[config.mk]
export PLATFORM = sky130hd
export DESIGN_NAME = mem_arbiter
export DESIGN_NICKNAME = d
export VERILOG_FILES = /design/src/rtl/mem_arbiter.sv
export SDC_FILE = /design/constraint.sdc
export NUM_CORES = 1
export LEC_CHECK = 0
export ABC_AREA = 1
export CAP_MARGIN = 10
export CORE_MARGIN = 2
export CORE_UTILIZATION = 40
export CTS_CLUSTER_DIAMETER = 50
export DETAILED_ROUTE_END_ITERATION = 6
export PLACE_DENSITY = 0.86
export SETUP_SLACK_MARGIN = 0.3
export SLEW_MARGIN = 0
export SYNTH_ARGS = -nofsm -noshare
export SYNTH_HDL_FRONTEND = slang
export SYNTH_SLANG_ARGS = --single-unit
[constraint.sdc]
create_clock -name clk -period 4.4 [get_ports clk]
set_clock_uncertainty 0.2 [all_clocks]
set_input_delay 0.44 -clock clk [delete_from_list [all_inputs] [get_ports clk]]
set_output_delay 0.44 -clock clk [all_outputs]
set_load 0.05 [all_outputs]
[src/rtl/mem_arbiter.sv]
// Two-port round-robin arbiter sharing one byte-wide synchronous memory port between the cpu and a loader/debug DMA.
// Optional feature macro ARB_BURST_LOCK_EN: honour pN_lock so an owner may keep the grant for up to MAX_BURST beats.
module mem_arbiter #(
  parameter int unsigned AW        = 16,
  parameter int unsigned DW        = 8,
  parameter int unsigned MAX_BURST = 4
) (
  input  logic          clk,
  input  logic          rst,
  input  logic          p0_req,
  input  logic          p0_lock,
  input  logic [AW-1:0] p0_addr,
  input  logic          p0_we,
  input  logic [DW-1:0] p0_wdata,
  output logic          p0_gnt,
  output logic [DW-1:0] p0_rdata,
  output logic          p0_rvalid,
  input  logic          p1_req,
  input  logic          p1_lock,
  input  logic [AW-1:0] p1_addr,
  input  logic          p1_we,
  input  logic [DW-1:0] p1_wdata,
  output logic          p1_gnt,
  output logic [DW-1:0] p1_rdata,
  output logic          p1_rvalid,
  output logic [AW-1:0] mem_addr,
  output logic [DW-1:0] mem_wdata,
  output logic          mem_we,
  input  logic [DW-1:0] mem_rdata
);

  typedef enum logic [1:0] {
    ST_NONE = 2'd0,
    ST_G0   = 2'd1,
    ST_G1   = 2'd2
  } state_t;

  state_t        r_state;
  state_t        w_state_nxt;
  logic          r_last;
  logic          w_last_nxt;
  logic [AW-1:0] r_addr_hold;
  logic [DW-1:0] r_wdata_hold;
  logic          r_p0_rvalid;
  logic          r_p1_rvalid;

  logic          w_own_req;
  logic          w_own_we;
  logic          w_oth_req;
  logic [AW-1:0] w_own_addr;
  logic [DW-1:0] w_own_wdata;
  logic          w_beat;
  logic          w_keep;
  logic          w_release;

  // Owner/other view of the two ports, selected by the current grant
  always_comb begin
    w_own_req   = 1'b0;
    w_own_we    = 1'b0;
    w_oth_req   = 1'b0;
    w_own_addr  = '0;
    w_own_wdata = '0;
    case (r_state)
      ST_G0: begin
        w_own_req   = p0_req;
        w_own_we    = p0_we;
        w_oth_req   = p1_req;
        w_own_addr  = p0_addr;
        w_own_wdata = p0_wdata;
      end
      ST_G1: begin
        w_own_req   = p1_req;
        w_own_we    = p1_we;
        w_oth_req   = p0_req;
        w_own_addr  = p1_addr;
        w_own_wdata = p1_wdata;
      end
      default: ;
    endcase
  end

  assign w_beat = w_own_req;

`ifdef ARB_BURST_LOCK_EN
  localparam int unsigned CW = $clog2(MAX_BURST) + 1;

  logic          w_own_lock;
  logic [CW-1:0] r_count;
  logic [CW-1:0] w_count_nxt;

  assign w_own_lock = (r_state == ST_G1) ? p1_lock : p0_lock;

  // Saturating beat count of the current grant; a locked owner yields once it reaches MAX_BURST-1
  assign w_keep = w_own_lock && (r_count < CW'(MAX_BURST - 1));

  always_comb begin
    w_count_nxt = r_count;
    if (w_state_nxt != r_state) begin
      w_count_nxt = '0;
    end else if (w_beat && (r_count < CW'(MAX_BURST - 1))) begin
      w_count_nxt = r_count + CW'(1);
    end
  end

  always_ff @(posedge clk or posedge rst) begin
    if (rst) begin
      r_count <= '0;
    end else begin
      r_count <= w_count_nxt;
    end
  end
`else
  logic w_unused_lock;

  assign w_unused_lock = p0_lock | p1_lock;
  assign w_keep        = 1'b0;
`endif

  // An uncontended owner keeps the grant; contention after a beat hands it over unless the burst may continue
  assign w_release = (r_state == ST_NONE) || !w_own_req || (w_beat && w_oth_req && !w_keep);

  always_comb begin
    w_state_nxt = r_state;
    w_last_nxt  = r_last;
    if (w_release) begin
      if (p0_req && p1_req) begin
        w_state_nxt = r_last ? ST_G0 : ST_G1;
      end else if (p0_req) begin
        w_state_nxt = ST_G0;
      end else if (p1_req) begin
        w_state_nxt = ST_G1;
      end else begin
        w_state_nxt = ST_NONE;
      end
    end
    if (w_state_nxt == ST_G0) begin
      w_last_nxt = 1'b0;
    end else if (w_state_nxt == ST_G1) begin
      w_last_nxt = 1'b1;
    end
  end

  always_ff @(posedge clk or posedge rst) begin
    if (rst) begin
      r_state <= ST_NONE;
    end else begin
      r_state <= w_state_nxt;
    end
  end

  // Grant history, idle address/data hold and per-port read strobes
  always_ff @(posedge clk or posedge rst) begin
    if (rst) begin
      r_last       <= 1'b1;
      r_addr_hold  <= '0;
      r_wdata_hold <= '0;
      r_p0_rvalid  <= 1'b0;
      r_p1_rvalid  <= 1'b0;
    end else begin
      r_last      <= w_last_nxt;
      r_p0_rvalid <= w_beat && !w_own_we && (r_state == ST_G0);
      r_p1_rvalid <= w_beat && !w_own_we && (r_state == ST_G1);
      if (w_beat) begin
        r_addr_hold  <= w_own_addr;
        r_wdata_hold <= w_own_wdata;
      end
    end
  end

  assign p0_gnt    = (r_state == ST_G0);
  assign p1_gnt    = (r_state == ST_G1);
  assign p0_rvalid = r_p0_rvalid;
  assign p1_rvalid = r_p1_rvalid;
  assign p0_rdata  = mem_rdata;
  assign p1_rdata  = mem_rdata;

  assign mem_we    = w_beat && w_own_we;
  assign mem_addr  = w_beat ? w_own_addr : r_addr_hold;
  assign mem_wdata = w_beat ? w_own_wdata : r_wdata_hold;

endmodule

==> results of run 1 <==
==> power groups by stage <==
stage | clock network (W) | registers (W) | logic [W]
5_1_grt | 0.000228 | 0.000455 | 0.00140
2_1_floorplan | 0 | 0.000442 | 0.000963
4_1_cts | 0.000221 | 0.000441 | 0.00132
3_3_place_gp | 0 | 0.000439 | 0.00129
3_5_place_dp | 0 | 0.000445 | 0.00131
6_report | 0.000212 | 0.000441 | 0.00130
==> final cells by class <==
| type | count | area (um^2) |
|---|---|---|
| fillers | 399 | 1750 |
| repair buffers | 85 | 863 |
| multi-input cells | 173 | 753 |
| flip-flops and latches | 29 | 727 |
| clock buffers | 7 | 86.3 |
| well taps | 52 | 65.1 |
| inverters | 12 | 50.0 |
==> worst paths after layout <==
| kind | cells after the start | endpoint | slack (ns) | start |
|---|---|---|---|---|
| setup / recovery | 8 | mem_addr[10] | 1.04 | p1_req |
| hold / removal | 2 | r_last | 0.28 | r_last |
| setup reg to reg | 10 | r_last | 2.14 | r_state[1] |
| hold reg to reg | 2 | r_last | 0.28 | r_last |
| max in group asynchronous | 3 | r_wdata_hold[2] | 3.21 | rst |
| min in group asynchronous | 2 | r_addr_hold[9] | 0.32 | rst |
==> through the flow <==
stage / util [%] / instance area [um^2]
3_3_place_gp: 56.6 / 2430
5_1_grt: 59.3 / 2540
3_5_place_dp: 56.6 / 2430
4_1_cts: 58.6 / 2520
6_report: 59.3 / 2540
2_1_floorplan: - / 1750
==> layer usage <==
layer | vias up | routed length [um] | share of wire [%]
li1 | 832 | - | -
met1 | 727 | 1750 | 42
met2 | 41 | 2150 | 51
met3 | 11 | 233 | 5.6
met4 | 0 | 61 | 1.5
met5 | - | 0 | 0
==> Yosys cell counts (all sizes together) <==
cell,count,area [um^2]
nor3,1,10.0
nand2,83,327
nand3,4,20.0
o21ai,6,30.0
dfrtp,28,701
ha,4,50.1
nor2,73,299
inv,12,50.1
a21oi,1,5.00
dfstp,1,26.3
nor3b,1,12.5
buf,27,216
==> critical path, cell delays in order <==
cell and delay, ns:
clkdlybuf4s50_1 0.55, nand2_2 0.07, nand2_2 0.07, nand2_4 0.21, inv_6 0.30, nor2_1 0.07, nor2_1 0.15, clkdlybuf4s50_1 0.82
==> flip-flops by register name, indices dropped and copies added, names as in the netlist <==
| signal | count |
|---|---|
| r_addr_hold | 16 |
| r_last | 1 |
| p1_rvalid | 1 |
| r_state | 2 |
| p0_rvalid | 1 |
| r_wdata_hold | 8 |
==> kinds of logic (layout without fill, tap and decap cells) <==
group / count (synthesis) / count (layout) / synth area share (%)
flip-flops: 29 / 29 / 41.6
buffers and inverters: 39 / 104 / 15.3
AND/OR/NAND/NOR: 162 / 162 / 38.3
adder cells (fa/ha/maj): 4 / 4 / 2.87
AO/OA/AOI/OAI: 7 / 7 / 2.01
==> cell usage in the layout, fill, tap and decap left out, types with 4 or more instances in the layout <==
cell type,synthesis,routed
clkdlybuf4s50_1,0,82
nand2_1,79,79
nor2_1,63,63
dfrtp_1,28,28
inv_1,11,11
nor2_2,10,10
clkbuf_8,0,6
nand3_1,4,4
o21ai_1,4,4
ha_1,4,4
==> flow_summary.yaml, run 1 <==
outcome:
  run_status: "finished clean"
logic_synthesis:
  synth_nets: 309
  syn_inst: 241
  synth.cell_area_um2: 1750
  synth-seq-cells: 29
  yosysUniqueCellTypes: 20
  synth_area_per_cell_um2: 7.25
  yosysSeqAreaShare_pct: 41.6
  yosysWarnings: 0
route:
  firstDrtPassIters: 5
  drc: 0
  viasPerCell: 4.50
  routed_wl_um: 4200
  vias: 1611
  antenna_left: 0
  wl_per_cell_um: 11.7
  drt_iter0_drc: 86
cts:
  clockRootBuffer: "clkbuf_8"
  post_cts_resized: 0
  hold_buffers: 0
  cts_max_level: 2
  cts.sinks: 29
  clk_pin_slew_worst_paths_ns: 0.06
  cts_setup_buffers: 0
  clkLatencyLatePin_ns: 0.27
  numCtsBuffers: 5
  clockBufferDepth: 2
  cts_tree: "yes"
critical_path:
  arrival_ns: 2.72
  crit_path_end_kind: "primary output"
  crit_type: "primary input to primary output"
  required_ns: 3.76
  crit_fanout: 31
  worstSetupStartpointType: "primary input"
place:
  gp_congestion: 0.752
  io_buffers: 82
  pre_cts_ws_ns: 1.03
  hpwl_um: 2940
  placed_cells: 350
die:
  rows: 24
  ios: 109
  core_area_um2: 4290
  start_util_pct: 40.7
  dieHeight_um: 70.1
  fp.dieArea_um2: 4910
  die_x_um: 70.1
sta:
  max_freq_mhz: 298
  worst_hold_slack_ns: 0.275
  rsz0062_at_grt: "no"
  period_share_pct: 76.3
  fin_ws_ns: 1.04
  hold_violations: 0
  min_period_ns: 3.36
  setup_tns_ns: 0
  relSlewSlack_pct: 65.3
  slew_viol_final: 0
  tightestPinTransition_ns: 0.518
  setup_viol: 0
layout:
  antenna_cells: 0
  fin_cells: 358
  drive_gt1_share_pct: 8.82
  syn2layout_area_growth_pct: 45.7
  fin_nets: 374
global_routing:
  overflow: 0
  grtUsageMet1_pct: 18.8
  use_met3_pct: 4.47
  grt_pass1_vias: 1651
  top_usage_layer: "met2"
  grt_max_degree: 32
  grt_use_met2_pct: 32.8
  grtUsageTotal_pct: 17.4
  antenna_found_initial: 0
  grt_pass1_wl_um: 7030
power_and_ir_drop:
  vdd_drop_max_mv: 0.573
  clkPwrFrac_pct: 10.8
  power_leakage_nw: 1.24
  swShare_pct: 51.9
  intPower_w: 0.000941
  power.density_nw_per_um2: 769
  finalPower_w: 0.00196
  p_sw_w: 0.00102
  p_comb_share_pct: 66.6
  pwr-share-seq_pct: 22.5
worst_hold_path:
  hp-class: "register to register"
flow_run:
  drv_cap: 0
Power figures use the tool's default switching activity.
==> inputs of run 2 (changes only) <==
--- a/config.mk
+++ b/config.mk
@@ -8,10 +8,10 @@
 export ABC_AREA = 1
 export CAP_MARGIN = 10
 export CORE_MARGIN = 2
-export CORE_UTILIZATION = 40
+export CORE_UTILIZATION = 33
 export CTS_CLUSTER_DIAMETER = 50
 export DETAILED_ROUTE_END_ITERATION = 6
-export PLACE_DENSITY = 0.86
+export PLACE_DENSITY = 0.76
 export SETUP_SLACK_MARGIN = 0.3
 export SLEW_MARGIN = 0
 export SYNTH_ARGS = -nofsm -noshare
==> constraint.sdc (replaced) <==
create_clock -name clk -period 2.9 [get_ports clk]
set_clock_uncertainty 0.2 [all_clocks]
set_input_delay 0.29 -clock clk [delete_from_list [all_inputs] [get_ports clk]]
set_output_delay 0.29 -clock clk [all_outputs]
set_load 0.05 [all_outputs]
==> flow_summary.yaml, run 2 (synthesis results as in run 1) <==
outcome:
  run_status: "finished clean"
critical_path:
  regToRegSetupSlack_ns: 0.64
  crit_type: "register to primary output"
  arrival_ns: 1.92
  r2r-start: "r_state[0]"
  crit_fanout: 31
  reg2reg_depth: 10
  r2r_end: "r_last"
  required_ns: 2.41
  crit_path_end_kind: "primary output"
  worstSetupStartpointType: "register"
place:
  io_buffers: 82
  gp_congestion: 0.773
  hpwl_um: 3240
layout:
  syn2layout_area_growth_pct: 64.5
  largest_reg_flops: 16
  post-route-util_pct: 56.2
  final-seq-area_um2: 727
  fin_nets: 374
  antenna_cells: 0
  multi_input_area_um2: 828
  n_fill_cell: 487
  final_common_cell: "nand2_1"
  drive_gt1_share_pct: 25.7
  final_cell_mix: "nand2_1 (79), clkdlybuf4s50_1 (55), nor2_1 (38)"
  top_register: "r_addr_hold"
  top_regs: "r_addr_hold x16, r_wdata_hold x8, r_state x2"
cts:
  clockRootBuffer: "clkbuf_8"
  cts_tree: "yes"
  clk_pin_slew_worst_paths_ns: 0.06
  clockBufferDepth: 2
  post_cts_resized: 0
  numCtsBuffers: 5
  cts_max_level: 2
  hold_buffers: 0
  clkLatencyLatePin_ns: 0.27
  cts.sinks: 29
  cts_setup_buffers: 0
route:
  firstDrtPassIters: 4
  routed_wl_um: 4430
  drt_iter0_drc: 62
  viasPerCell: 4.30
  wl_per_cell_um: 11.8
  vias: 1622
  drc: 0
  antenna_left: 0
sta:
  slew_viol_final: 0
  relSlewSlack_pct: 65.5
  max_freq_mhz: 415
  tightestPinTransition_ns: 0.517
  setup_viol: 0
  min_period_ns: 2.41
  rsz0062_at_grt: "no"
  period_share_pct: 83.1
  setup_tns_ns: 0
  hold_violations: 0
die:
  die_x_um: 76.8
  ios: 109
  fp.dieArea_um2: 5890
  dieHeight_um: 76.8
  core_area_um2: 5110
  start_util_pct: 34.2
  rows: 26
global_routing:
  grt_pass1_vias: 1635
  antenna_found_initial: 0
  grt_max_degree: 32
  overflow: 0
  grt_pass1_wl_um: 7720
  grtUsageTotal_pct: 16.2
flow_run:
  drv_cap: 0
worst_hold_path:
  hp-class: "primary input to async pin"
power_and_ir_drop:
  power.density_nw_per_um2: 1270
  power_leakage_nw: 1.37
  vdd_drop_max_mv: 0.651
[run 2: changes by cell type in the layout (fill, tap and decap cells not counted), moves of 2 or more]
cell | previous run | this run
clkdlybuf4s50_1 | 82 | 55
buf_12 | 0 | 25
nor2_1 | 63 | 38
nor2_2 | 10 | 35
buf_4 | 2 | 4
clkbuf_1 | 1 | 3
[run 2: layout make-up]
cell class,instances,share of cell area (%)
Multi-Input combinational cell,173,28.8
Tap cell,70,3.05
Inverter,12,2.00
Clock buffer,8,2.79
Timing Repair Buffer,85,38.0
Sequential cell,29,25.3
[run 2: report_power, final]
group          switching, W  leakage, nW  total [W]  internal (W)
Clock              0.000140       0.0395   0.000310      0.000170
Sequential        0.0000656        0.341   0.000667      0.000601
Combinational       0.00154        0.992    0.00267       0.00114
Total               0.00174         1.37    0.00365       0.00191
[run 2: stage by stage]
| step | power (W) | setup slack, ns | hold WS (ns) | instance area, um^2 | instances |
|---|---|---|---|---|---|
| after global routing | 0.00386 | 0.354 | 0.232 | 2870 | 377 |
| after detailed placement | 0.00336 | 0.443 | 0.296 | 2770 | 369 |
| after global placement | 0.00331 | 0.497 | 0.268 | 2770 | 369 |
| after CTS | 0.00368 | 0.309 | 0.210 | 2850 | 377 |
| after floorplan | 0.00221 | 0.358 | 0.167 | 1810 | 241 |
| final | 0.00365 | 0.489 | 0.197 | 2870 | 377 |
[run 2: worst max path at each step]
| stage | from | end |
|---|---|---|
| 6_report | r_state[0] | mem_addr[10] |
| 5_1_grt | r_state[0] | mem_wdata[0] |
| 4_1_cts | r_state[1] | mem_addr[10] |
| 3_5_place_dp | p1_req | r_last |
| 3_3_place_gp | p1_req | mem_wdata[0] |
| 2_1_floorplan | r_state[1] | mem_addr[10] |
[run 2: routing by layer]
| layer | global-route usage, % | share of wire, % | up-vias |
|---|---|---|---|
| li1 | - | - | 836 |
| met1 | 18.3 | 40 | 723 |
| met2 | 28.1 | 50 | 52 |
| met3 | 5.65 | 8.0 | 11 |
| met4 | 6.18 | 1.7 | 0 |
| met5 | 0 | 0 | - |
[run 2: worst max-delay path, stage by stage, from the launching register on]
cell and delay [ns]:
dfrtp_1 0.37, inv_1 0.07, ha_1 0.36, nand2_8 0.25, clkinv_8 0.19, nor2_1 0.16
nor2_2 0.07, buf_12 0.15
==> inputs of run 3 (changes only) <==
--- a/config.mk
+++ b/config.mk
@@ -8,10 +8,10 @@
 export ABC_AREA = 1
 export CAP_MARGIN = 10
 export CORE_MARGIN = 2
-export CORE_UTILIZATION = 33
+export CORE_UTILIZATION = 37
 export CTS_CLUSTER_DIAMETER = 50
 export DETAILED_ROUTE_END_ITERATION = 6
-export PLACE_DENSITY = 0.76
+export PLACE_DENSITY = 0.81
 export SETUP_SLACK_MARGIN = 0.3
 export SLEW_MARGIN = 0
 export SYNTH_ARGS = -nofsm -noshare
==> constraint.sdc (replaced) <==
create_clock -name clk -period 2.5 [get_ports clk]
set_clock_uncertainty 0.2 [all_clocks]
set_input_delay 0.25 -clock clk [delete_from_list [all_inputs] [get_ports clk]]
set_output_delay 0.25 -clock clk [all_outputs]
set_load 0.05 [all_outputs]
==> flow_summary.yaml, run 3 (synthesis results as in run 1) <==
layout:
  drive_gt1_share_pct: 43.1
  final_cell_mix: "nand2_1 (79), clkdlybuf4s50_1 (55), nor2_4 (42)"
  final_common_cell: "nand2_1"
  post-route-util_pct: 78.7
  top_register: "r_addr_hold"
  antenna_cells: 0
  syn2layout_area_growth_pct: 100
  final-seq-area_um2: 728
  largest_reg_flops: 16
  multi_input_area_um2: 1170
  top_regs: "r_addr_hold x16, r_wdata_hold x8, r_state x2"
  n_fill_cell: 252
  fin_nets: 399
global_routing:
  grt_max_degree: 30
  grt_pass1_wl_um: 9000
  antenna_found_initial: 0
  overflow: 0
  grtUsageTotal_pct: 22.3
  grt_pass1_vias: 1890
place:
  io_buffers: 82
  gp_congestion: 0.765
  hpwl_um: 3440
flow_run:
  drv_cap: 0
sta:
  max_freq_mhz: 438
  rsz0062_at_grt: "yes"
  period_share_pct: 91.4
  min_period_ns: 2.28
  relSlewSlack_pct: 65.8
  hold_violations: 0
  setup_tns_ns: 0
  slew_viol_final: 0
  tightestPinTransition_ns: 0.512
  setup_viol: 0
power_and_ir_drop:
  power_leakage_nw: 1.59
  power.density_nw_per_um2: 1450
  vdd_drop_max_mv: 0.706
cts:
  hold_buffers: 0
  clockRootBuffer: "clkbuf_8"
  cts_tree: "yes"
  numCtsBuffers: 5
  clk_pin_slew_worst_paths_ns: 0.07
  clockBufferDepth: 2
  cts_max_level: 2
  clkLatencyLatePin_ns: 0.28
  cts.sinks: 29
route:
  vias: 1860
  drt_iter0_drc: 75
  routed_wl_um: 5980
  firstDrtPassIters: 6
  wl_per_cell_um: 15.6
  antenna_left: 0
  drc: 0
  viasPerCell: 4.84
die:
  die_x_um: 72.7
  rows: 24
  dieHeight_um: 72.7
  ios: 109
  core_area_um2: 4440
  fp.dieArea_um2: 5290
  start_util_pct: 39.3
worst_hold_path:
  hp-class: "primary input to async pin"
critical_path:
  required_ns: 2.05
  crit_fanout: 6
  worstSetupStartpointType: "register"
  regToRegSetupSlack_ns: 0.40
  arrival_ns: 1.83
  crit_path_end_kind: "primary output"
  crit_type: "register to primary output"
outcome:
  run_status: "finished clean"
run 3: cell types whose count changed in the layout (fill, tap and decap cells not counted), sizes merged:
cell    change
buf        +23
clkbuf      -2
inv         +3
clkinv      +1
run 3: path summary, 6_finish.rpt:
| path | cells after the start | start | to |
|---|---|---|---|
| max | 10 | r_state[0] | mem_addr[11] |
| min | 3 | rst | r_addr_hold[1] |
| max reg2reg | 11 | r_state[0] | r_last |
| min reg2reg | 2 | r_last | r_last |
| max in group asynchronous | 3 | rst | r_last |
| min in group clk | 2 | r_last | r_last |
run 3: layout make-up:
type	instances	share of cell area [%]
clock buffers	6	2.07
clock inverters	2	0.286
inverters	12	1.82
multi-input cells	173	33.5
flip-flops and latches	29	20.8
well taps	52	1.86
repair buffers	108	38.9
repair inverters	2	0.715
run 3: repair_timing:
item / CTS / global route
buffers inserted: 15 / 5
pin swaps: 19 / 8
cloned: 2 / 1
endpoints found under the hold margin: 0 / 0
gates resized for setup: 74 / 7
endpoints found under the setup margin: 25 / 26
run 3: metrics by stage:
step | hold slack, ns | setup slack [ns] | instances | power, W | instance area, um^2
after floorplan | 0.127 | 0.335 | 241 | 0.00277 | 1950
after global placement | 0.265 | 0.368 | 353 | 0.00406 | 2900
after detailed placement | 0.281 | 0.309 | 353 | 0.00413 | 2900
after CTS | 0.151 | 0.222 | 378 | 0.00498 | 3430
after global routing | 0.179 | 0.130 | 384 | 0.00531 | 3500
final | 0.137 | 0.216 | 384 | 0.00509 | 3500
run 3: routing by layer:
layer / track usage, % / vias up / wire length (um)
met2: 40.1 / 73 / 3260
met5: 0 / - / 0
met4: 8.23 / 0 / 104
met1: 25.6 / 886 / 2300
li1: - / 890 / -
met3: 5.11 / 11 / 317
run 3: power by group:
| group | total, W | internal, W | switching (W) | leakage [nW] |
|---|---|---|---|---|
| Clock | 0.000376 | 0.000193 | 0.000184 | 0.0450 |
| Combinational | 0.00391 | 0.00176 | 0.00214 | 1.20 |
| Sequential | 0.000802 | 0.000699 | 0.000103 | 0.339 |
| Total | 0.00509 | 0.00266 | 0.00243 | 1.59 |
run 3: critical path: stages (launching register included):
cell and delay (ns):
dfrtp_1 0.43, inv_2 0.13, ha_4 0.18, nand2_4 0.06
nand2_4 0.08, nand2_8 0.07, buf_12 0.14, buf_12 0.14
nor2_4 0.11, nor2_4 0.06, buf_12 0.15
